File: config.mk
export PLATFORM = sky130hd
export DESIGN_NAME = disp_scan_ctrl_flat
export DESIGN_NICKNAME = d
export VERILOG_FILES = /design/src/rtl/disp_pkg.sv /design/src/rtl/disp_scan_ctrl_if.sv /design/src/rtl/disp_timing_gen.sv /design/src/rtl/disp_scan_ctrl.sv /design/src/flat_wrapper.sv
export SDC_FILE = /design/constraint.sdc
export NUM_CORES = 1
export LEC_CHECK = 0
export ABC_AREA = 1
export CAP_MARGIN = 20
export CORE_MARGIN = 5
export CORE_UTILIZATION = 35
export CTS_BUF_LIST = sky130_fd_sc_hd__clkbuf_4
export DETAILED_ROUTE_END_ITERATION = 8
export PLACE_DENSITY_LB_ADDON = 0.15
export SLEW_MARGIN = 20
export SYNTH_ARGS = -nofsm -noshare
export SYNTH_HDL_FRONTEND = slang
export SYNTH_SLANG_ARGS = --single-unit
File: constraint.sdc
create_clock -name Clk -period 1.69 [get_ports Clk]
set_input_delay 0.338 -clock Clk [delete_from_list [all_inputs] [get_ports Clk]]
set_output_delay 0.338 -clock Clk [all_outputs]
set_load 0.1 [all_outputs]
File: src/rtl/disp_pkg.sv
// Shared types and constants for the dash display scan controller.
// Holds the RGB pixel type, default panel timing (800x480) and the
// colour-bar table used when DISP_TEST_PATTERN_EN is defined.
package disp_pkg;

  typedef struct packed {
    logic [7:0] r;
    logic [7:0] g;
    logic [7:0] b;
  } rgb_t;

  localparam int DEF_H_ACTIVE = 800;
  localparam int DEF_H_FP     = 40;
  localparam int DEF_H_SYNC   = 128;
  localparam int DEF_H_BP     = 88;
  localparam int DEF_V_ACTIVE = 480;
  localparam int DEF_V_FP     = 1;
  localparam int DEF_V_SYNC   = 3;
  localparam int DEF_V_BP     = 21;
  localparam int DEF_N_LAYERS = 4;

  localparam rgb_t COLOR_BLACK = rgb_t'(24'h000000);

  // Eight vertical bars, left to right: white, yellow, cyan, green,
  // magenta, red, blue, black.
  function automatic rgb_t barColor(input logic [2:0] idx);
    rgb_t c;
    case (idx)
      3'd0:    c = rgb_t'(24'hFFFFFF);
      3'd1:    c = rgb_t'(24'hFFFF00);
      3'd2:    c = rgb_t'(24'h00FFFF);
      3'd3:    c = rgb_t'(24'h00FF00);
      3'd4:    c = rgb_t'(24'hFF00FF);
      3'd5:    c = rgb_t'(24'hFF0000);
      3'd6:    c = rgb_t'(24'h0000FF);
      default: c = COLOR_BLACK;
    endcase
    return c;
  endfunction

endpackage

File: src/rtl/disp_scan_ctrl_if.sv
// Bundle between the scan controller, the layer renderers, the register
// block and the panel pins. The master modport is the controller side.
// Optional macro DISP_TEST_PATTERN_EN adds the test_mode input.
interface disp_scan_ctrl_if #(
  parameter int N_LAYERS = 4
);

  logic                     enable;
  logic [N_LAYERS-1:0]      layer_en;
  logic [N_LAYERS-1:0]      layer_draw;
  logic [N_LAYERS-1:0][23:0] layer_color;
`ifdef DISP_TEST_PATTERN_EN
  logic                     test_mode;
`endif
  logic [9:0]               disp_x;
  logic [9:0]               disp_y;
  logic                     hsync;
  logic                     vsync;
  logic                     de;
  logic [7:0]               red;
  logic [7:0]               green;
  logic [7:0]               blue;
  logic                     frame_start;
  logic                     status;

  modport master (
`ifdef DISP_TEST_PATTERN_EN
    input  test_mode,
`endif
    input  enable, layer_en, layer_draw, layer_color,
    output disp_x, disp_y, hsync, vsync, de, red, green, blue,
           frame_start, status
  );

  modport slave (
`ifdef DISP_TEST_PATTERN_EN
    output test_mode,
`endif
    output enable, layer_en, layer_draw, layer_color,
    input  disp_x, disp_y, hsync, vsync, de, red, green, blue,
           frame_start, status
  );

endinterface

File: src/rtl/disp_timing_gen.sv
// Raster counters and region decode for the scan controller.
// Owns h/v counters, active/sync flags and the frame-origin flag; the
// scan position it exports is zero outside the visible area.
module disp_timing_gen
  import disp_pkg::*;
#(
  parameter int H_ACTIVE = DEF_H_ACTIVE,
  parameter int H_FP     = DEF_H_FP,
  parameter int H_SYNC   = DEF_H_SYNC,
  parameter int H_BP     = DEF_H_BP,
  parameter int V_ACTIVE = DEF_V_ACTIVE,
  parameter int V_FP     = DEF_V_FP,
  parameter int V_SYNC   = DEF_V_SYNC,
  parameter int V_BP     = DEF_V_BP
) (
  input  logic       clk_i,
  input  logic       rst_ni,
  input  logic       enable_i,
  output logic [9:0] x_o,
  output logic [9:0] y_o,
  output logic       active_o,
  output logic       hSync_o,
  output logic       vSync_o,
  output logic       origin_o
);

  localparam int H_TOTAL = H_ACTIVE + H_FP + H_SYNC + H_BP;
  localparam int V_TOTAL = V_ACTIVE + V_FP + V_SYNC + V_BP;

  localparam logic [10:0] H_LAST      = 11'(H_TOTAL - 1);
  localparam logic [10:0] V_LAST      = 11'(V_TOTAL - 1);
  localparam logic [10:0] H_ACT_END   = 11'(H_ACTIVE);
  localparam logic [10:0] V_ACT_END   = 11'(V_ACTIVE);
  localparam logic [10:0] H_SYNC_BEG  = 11'(H_ACTIVE + H_FP);
  localparam logic [10:0] H_SYNC_END  = 11'(H_ACTIVE + H_FP + H_SYNC);
  localparam logic [10:0] V_SYNC_BEG  = 11'(V_ACTIVE + V_FP);
  localparam logic [10:0] V_SYNC_END  = 11'(V_ACTIVE + V_FP + V_SYNC);

  logic [10:0] hCnt_q, hCnt_d;
  logic [10:0] vCnt_q, vCnt_d;
  logic        hActive, vActive;

  // Advance the raster; a disabled scan parks at the frame origin.
  always_comb begin
    hCnt_d = hCnt_q;
    vCnt_d = vCnt_q;
    if (!enable_i) begin
      hCnt_d = '0;
      vCnt_d = '0;
    end else if (hCnt_q == H_LAST) begin
      hCnt_d = '0;
      vCnt_d = (vCnt_q == V_LAST) ? 11'd0 : vCnt_q + 11'd1;
    end else begin
      hCnt_d = hCnt_q + 11'd1;
    end
  end

  // Counter registers with synchronous active-low reset.
  always_ff @(posedge clk_i) begin
    if (!rst_ni) begin
      hCnt_q <= '0;
      vCnt_q <= '0;
    end else begin
      hCnt_q <= hCnt_d;
      vCnt_q <= vCnt_d;
    end
  end

  assign hActive  = (hCnt_q < H_ACT_END);
  assign vActive  = (vCnt_q < V_ACT_END);
  assign active_o = hActive & vActive;
  assign hSync_o  = (hCnt_q >= H_SYNC_BEG) && (hCnt_q < H_SYNC_END);
  assign vSync_o  = (vCnt_q >= V_SYNC_BEG) && (vCnt_q < V_SYNC_END);
  assign origin_o = (hCnt_q == 11'd0) && (vCnt_q == 11'd0);

  // Reset is sampled at the edge, so gate here to read 0 while it is held.
  assign x_o = (rst_ni && active_o) ? hCnt_q[9:0] : 10'd0;
  assign y_o = (rst_ni && active_o) ? vCnt_q[9:0] : 10'd0;

endmodule

File: src/rtl/disp_scan_ctrl.sv
// Scan-timing controller and layer compositor for the dash display.
// Picks the highest-priority enabled layer per pixel and registers RGB,
// syncs and de together so the panel sees them aligned.
// Optional macro DISP_TEST_PATTERN_EN adds a colour-bar test mode.
module disp_scan_ctrl
  import disp_pkg::*;
#(
  parameter int H_ACTIVE = DEF_H_ACTIVE,
  parameter int H_FP     = DEF_H_FP,
  parameter int H_SYNC   = DEF_H_SYNC,
  parameter int H_BP     = DEF_H_BP,
  parameter int V_ACTIVE = DEF_V_ACTIVE,
  parameter int V_FP     = DEF_V_FP,
  parameter int V_SYNC   = DEF_V_SYNC,
  parameter int V_BP     = DEF_V_BP,
  parameter int N_LAYERS = DEF_N_LAYERS
) (
  input logic               Clk,
  input logic               Reset_n,
  disp_scan_ctrl_if.master  bus
);

  logic active, hSync, vSync, origin;
  rgb_t winner, pixel;
  rgb_t rgb_q, rgb_d;
  logic de_q, de_d;
  logic hsync_q, hsync_d;
  logic vsync_q, vsync_d;
  logic frameStart_q, frameStart_d;
  logic status_q;

  disp_timing_gen #(
    .H_ACTIVE(H_ACTIVE), .H_FP(H_FP), .H_SYNC(H_SYNC), .H_BP(H_BP),
    .V_ACTIVE(V_ACTIVE), .V_FP(V_FP), .V_SYNC(V_SYNC), .V_BP(V_BP)
  ) u_timing (
    .clk_i    (Clk),
    .rst_ni   (Reset_n),
    .enable_i (bus.enable),
    .x_o      (bus.disp_x),
    .y_o      (bus.disp_y),
    .active_o (active),
    .hSync_o  (hSync),
    .vSync_o  (vSync),
    .origin_o (origin)
  );

  // Fixed priority: scanning downward leaves the lowest claiming index.
  always_comb begin
    winner = COLOR_BLACK;
    for (int i = N_LAYERS - 1; i >= 0; i--) begin
      if (bus.layer_draw[i] && bus.layer_en[i]) begin
        winner = rgb_t'(bus.layer_color[i]);
      end
    end
  end

`ifdef DISP_TEST_PATTERN_EN
  localparam int BAR_W = (H_ACTIVE / 8 > 0) ? H_ACTIVE / 8 : 1;
  logic [9:0] barIdx;

  // Colour bars replace the composited layers while test_mode is set.
  always_comb begin
    barIdx = bus.disp_x / 10'(BAR_W);
    if (barIdx > 10'd7) begin
      barIdx = 10'd7;
    end
    pixel = bus.test_mode ? barColor(barIdx[2:0]) : winner;
  end
`else
  assign pixel = winner;
`endif

  // Next output word; everything is blanked while the scan is disabled.
  always_comb begin
    rgb_d        = COLOR_BLACK;
    de_d         = 1'b0;
    hsync_d      = 1'b0;
    vsync_d      = 1'b0;
    frameStart_d = 1'b0;
    if (bus.enable) begin
      de_d         = active;
      rgb_d        = active ? pixel : COLOR_BLACK;
      hsync_d      = hSync;
      vsync_d      = vSync;
      frameStart_d = origin;
    end
  end

  // Output register stage: one clock of latency for all panel signals.
  always_ff @(posedge Clk) begin
    if (!Reset_n) begin
      rgb_q        <= COLOR_BLACK;
      de_q         <= 1'b0;
      hsync_q      <= 1'b0;
      vsync_q      <= 1'b0;
      frameStart_q <= 1'b0;
      status_q     <= 1'b0;
    end else begin
      rgb_q        <= rgb_d;
      de_q         <= de_d;
      hsync_q      <= hsync_d;
      vsync_q      <= vsync_d;
      frameStart_q <= frameStart_d;
      status_q     <= bus.enable;
    end
  end

  assign bus.red         = rgb_q.r;
  assign bus.green       = rgb_q.g;
  assign bus.blue        = rgb_q.b;
  assign bus.de          = de_q;
  assign bus.hsync       = hsync_q;
  assign bus.vsync       = vsync_q;
  assign bus.frame_start = frameStart_q;
  assign bus.status      = status_q;

endmodule

File: src/flat_wrapper.sv
// flat-port wrapper written by rule: the top's interface ports become plain ports
module disp_scan_ctrl_flat import disp_pkg::*;
#(
  parameter int H_ACTIVE = DEF_H_ACTIVE,
  parameter int H_FP     = DEF_H_FP,
  parameter int H_SYNC   = DEF_H_SYNC,
  parameter int H_BP     = DEF_H_BP,
  parameter int V_ACTIVE = DEF_V_ACTIVE,
  parameter int V_FP     = DEF_V_FP,
  parameter int V_SYNC   = DEF_V_SYNC,
  parameter int V_BP     = DEF_V_BP,
  parameter int N_LAYERS = DEF_N_LAYERS
)
  (Clk, Reset_n, bus_enable, bus_layer_en, bus_layer_draw, bus_layer_color, bus_disp_x, bus_disp_y, bus_hsync, bus_vsync, bus_de, bus_red, bus_green, bus_blue, bus_frame_start, bus_status);
  disp_scan_ctrl_if #(.N_LAYERS(N_LAYERS)) bus_i ();
  input logic Clk;
  input logic Reset_n;
  input wire logic [$bits(bus_i.enable)-1:0] bus_enable;
  input wire logic [$bits(bus_i.layer_en)-1:0] bus_layer_en;
  input wire logic [$bits(bus_i.layer_draw)-1:0] bus_layer_draw;
  input wire logic [$bits(bus_i.layer_color)-1:0] bus_layer_color;
  output wire logic [$bits(bus_i.disp_x)-1:0] bus_disp_x;
  output wire logic [$bits(bus_i.disp_y)-1:0] bus_disp_y;
  output wire logic [$bits(bus_i.hsync)-1:0] bus_hsync;
  output wire logic [$bits(bus_i.vsync)-1:0] bus_vsync;
  output wire logic [$bits(bus_i.de)-1:0] bus_de;
  output wire logic [$bits(bus_i.red)-1:0] bus_red;
  output wire logic [$bits(bus_i.green)-1:0] bus_green;
  output wire logic [$bits(bus_i.blue)-1:0] bus_blue;
  output wire logic [$bits(bus_i.frame_start)-1:0] bus_frame_start;
  output wire logic [$bits(bus_i.status)-1:0] bus_status;
  assign bus_i.enable = bus_enable;
  assign bus_i.layer_en = bus_layer_en;
  assign bus_i.layer_draw = bus_layer_draw;
  assign bus_i.layer_color = bus_layer_color;
  assign bus_disp_x = bus_i.disp_x;
  assign bus_disp_y = bus_i.disp_y;
  assign bus_hsync = bus_i.hsync;
  assign bus_vsync = bus_i.vsync;
  assign bus_de = bus_i.de;
  assign bus_red = bus_i.red;
  assign bus_green = bus_i.green;
  assign bus_blue = bus_i.blue;
  assign bus_frame_start = bus_i.frame_start;
  assign bus_status = bus_i.status;
  disp_scan_ctrl #(.H_ACTIVE(H_ACTIVE), .H_FP(H_FP), .H_SYNC(H_SYNC), .H_BP(H_BP), .V_ACTIVE(V_ACTIVE), .V_FP(V_FP), .V_SYNC(V_SYNC), .V_BP(V_BP), .N_LAYERS(N_LAYERS)) u_core (.Clk(Clk), .Reset_n(Reset_n), .bus(bus_i));
endmodule
==> impl_metrics.ini, run 1 <==
[outcome]
status = finished with violations
violations = setup timing

[sta]
finClkSkew_ns = 0.0139
fin_setup_tns_ns = -5.90
setup_viol = 19
drv_slew = 0
hold_viol_final = 0
worst_slack_ns = -0.323
period_share_pct = 119
layout_min_cycle_time_ns = 2.01
clock.fmax_ghz = 0.497
rsz0062_at_grt = yes

[routing]
drtPass1Iterations = 4
routed_wl_um = 10800
drc = 0
vias_per_cell = 4.90
wl_per_cell_um = 14.0
drt_iter0_markers = 103
ant_nets = 0
route.vias.total = 3770

[critical_path]
r2r-start = u_core.u_timing.hCnt_q[0]
max_stage_delay_ns = 0.41
path_cells = nor3_4 -> o21ai_4 -> nand3_4 -> buf_12 -> nor2_4 -> buf_12
critPathMaxFanout = 8
path_buf_inv = 2
cp_top_family = simple AND/OR/NAND/NOR gates
worstPathRequired_ns = 1.35
setup.worst_path.start = u_core.u_timing.hCnt_q[7]
start_kind = flip-flop
crit_type = reg -> out
crit_path_frequent_cell = buf_12
cp_data_arrival_time_ns = 1.67
endpoint_kind = output pin
cp_slowest_cell = dfxtp_4

[logic_synthesis]
synth_cells = 487
ys_ff_latch = 51
netlist_area_mm2 = 0.00321
yosys.area.top_type = dfxtp_1
yosysMostFrequentCell = nand2_1
yosysUniqueCellTypes = 33
synth.cells.most_frequent = nand2_1, nand3_1, nor2_1, dfxtp_1, inv_1
synth_ff_type = dfxtp_1
synthTopCellsByArea = dfxtp_1, nand2_1, nand3_1, nor2_1, o211ai_1
ys_seq_area_share_pct = 31.8
syn_nets = 599
yosysWarnings = 0
synth-edff-count = 0
netlist.area_leader.share_pct = 31.8
ys_async_sr_fraction_pct = 0
syn_area_per_cell_um2 = 6.59

[power_and_ir_drop]
sequentialPowerShare_pct = 42.6
clockPowerShare_pct = 23.1
vdd_ir_drop_max_v = 0.000249
power_mw = 2.97
p_leak_nw = 2.42
comb_power_share_pct = 34.3
p_per_area_mw_per_mm2 = 506
p_int_mw = 2.03
switching_share_pct = 31.7
p_switching_mw = 0.940

[cells_and_area]
fin_util_pct = 64.5
fin_nets = 771
area_growth_pct = 82.9
layout-drive-gt1-share_pct = 25.9
antenna_cells = 0

[min_path]
holdCritStartpoint = u_core.u_timing.hCnt_q[0]
hold_path.class = reg -> reg

[placed_design]
gp_congestion = 0.883
dp_hpwl_um = 9060
portBuffers = 154
dpl_worst_slack_ns = -0.137

[grt]
grt_pass1_wl_um = 17600
grt_pass1_vias = 3706
grtUsageTotal_pct = 19.0
antenna_found_initial = 0
overflow = 0
grt_max_degree = 49

[clock_network]
cts.sinks = 51
insertion_delay_ns = 0.37
cts_made_buffers = 5
htree_levels = 2
holdBufCountCts = 0
cts_tree = built
cts_root_buf = clkbuf_4
clkTransAtPathRegs_ns = 0.15
clock_path_buffers = 2

[job]
drv_cap = 0

[die]
fp.dieW_um = 106
ios = 156
start_util_pct = 35.2
core_mm2 = 0.00911
die_h_um = 106
std_cell_rows = 35
fp.dieArea_mm2 = 0.0112
[cells by family after synthesis]
family | share of synthesized area (%)
buf+inv | 8.62
compound gates | 9.01
xor+xnor | 0.546
flops | 31.8
simple gates | 48.0
other cells | 0.117
fa+ha+maj | 1.95
[placed cells by master (no fill, tap or decap), types with 2 or more instances in the layout]
| master | count |
|---|---|
| nand3_1 | 69 |
| dfxtp_2 | 8 |
| nor2_4 | 24 |
| clkbuf_4 | 5 |
| ha_1 | 5 |
| clkdlybuf4s50_1 | 106 |
| o21ai_4 | 2 |
| o21ai_0 | 7 |
| buf_4 | 26 |
| xor2_1 | 2 |
| nand2_4 | 3 |
| nor2_1 | 59 |
| nor3b_2 | 2 |
| buf_12 | 55 |
| nand2_2 | 4 |
| a21oi_1 | 9 |
| inv_1 | 30 |
| nand2_1 | 113 |
| o211ai_1 | 24 |
| or2_2 | 24 |
| nor3_1 | 7 |
| dfxtp_1 | 42 |
| nand4_1 | 11 |
| nand3_4 | 2 |
| inv_2 | 6 |
[path summary, 6_finish.rpt]
| check | endpoint | cells past startpoint | slack (ns) |
|---|---|---|---|
| worst max-delay path | bus_disp_x[3] | 6 | -0.32 |
| worst min-delay path | u_core.u_timing.hCnt_q[0] | 1 | 0.51 |
| worst max register to register | u_core.u_timing.hCnt_q[8] | 7 | 0.11 |
| worst min register to register | u_core.u_timing.hCnt_q[0] | 1 | 0.51 |
[repair_timing]
action / CTS / global route
endpoints found under the hold margin: 0 / 0
pin swaps: 1 / 3
resized for setup: 7 / 8
cloned: 1 / 0
setup buffers: 4 / 4
endpoints found under the setup margin: 19 / 22
[power groups by stage]
stage | Sequential [mW] | Clock (mW) | Combinational [mW]
floorplan | 1.52 | 0 | 0.286
global placement | 1.29 | 0 | 1.01
detailed placement | 1.30 | 0 | 1.01
CTS | 1.27 | 0.712 | 1.02
global route | 1.27 | 0.764 | 1.08
finish | 1.27 | 0.686 | 1.02
[area by class of cell]
class / instances / area (um^2)
clock buffer: 5 / 37.5
clock inverter: 2 / 37.5
fill: 767 / 3240
inverter: 37 / 141
multi-input combinational: 375 / 2080
sequential: 51 / 1030
tap: 111 / 139
timing repair buffer: 189 / 2400
[state kept, by name (all words and copies together) (netlist names)]
signal                  flops
u_core.bus.hsync            1
u_core.bus.red              8
u_core.bus.status           1
u_core.bus.vsync            1
u_core.bus.de               1
u_core.bus.green            8
u_core.u_timing.hCnt_q     11
u_core.bus.blue             8
u_core.u_timing.vCnt_q     11
u_core.bus.frame_start      1
[metrics by stage]
step                      hold slack (ns)  cells  area (um^2)
after floorplan                     0.430    487         3370
after global placement              0.446    754         5670
final                               0.508    770         5870
after global routing                0.536    770         5870
after CTS                           0.508    766         5820
after detailed placement            0.472    754         5670
[layer usage]
metal / up-vias / routed length, um / global-route usage (%)
li1: 1931 / - / -
met1: 1674 / 4270 / 22.3
met2: 152 / 5420 / 33.2
met3: 13 / 975 / 6.31
met4: 0 / 119 / 4.72
met5: - / 0 / 0
Note: power is estimated with default switching activity, not from simulation.
==> run 2: changes to the inputs <==
--- a/config.mk
+++ b/config.mk
@@ -6,7 +6,7 @@
 export NUM_CORES = 1
 export LEC_CHECK = 0
 export ABC_AREA = 1
-export CAP_MARGIN = 20
+export CAP_MARGIN = 15
 export CORE_MARGIN = 5
 export CORE_UTILIZATION = 35
 export CTS_BUF_LIST = sky130_fd_sc_hd__clkbuf_4
==> results of run 2 <==
The final DEF is identical to that of run 1; final timing and power are the same.
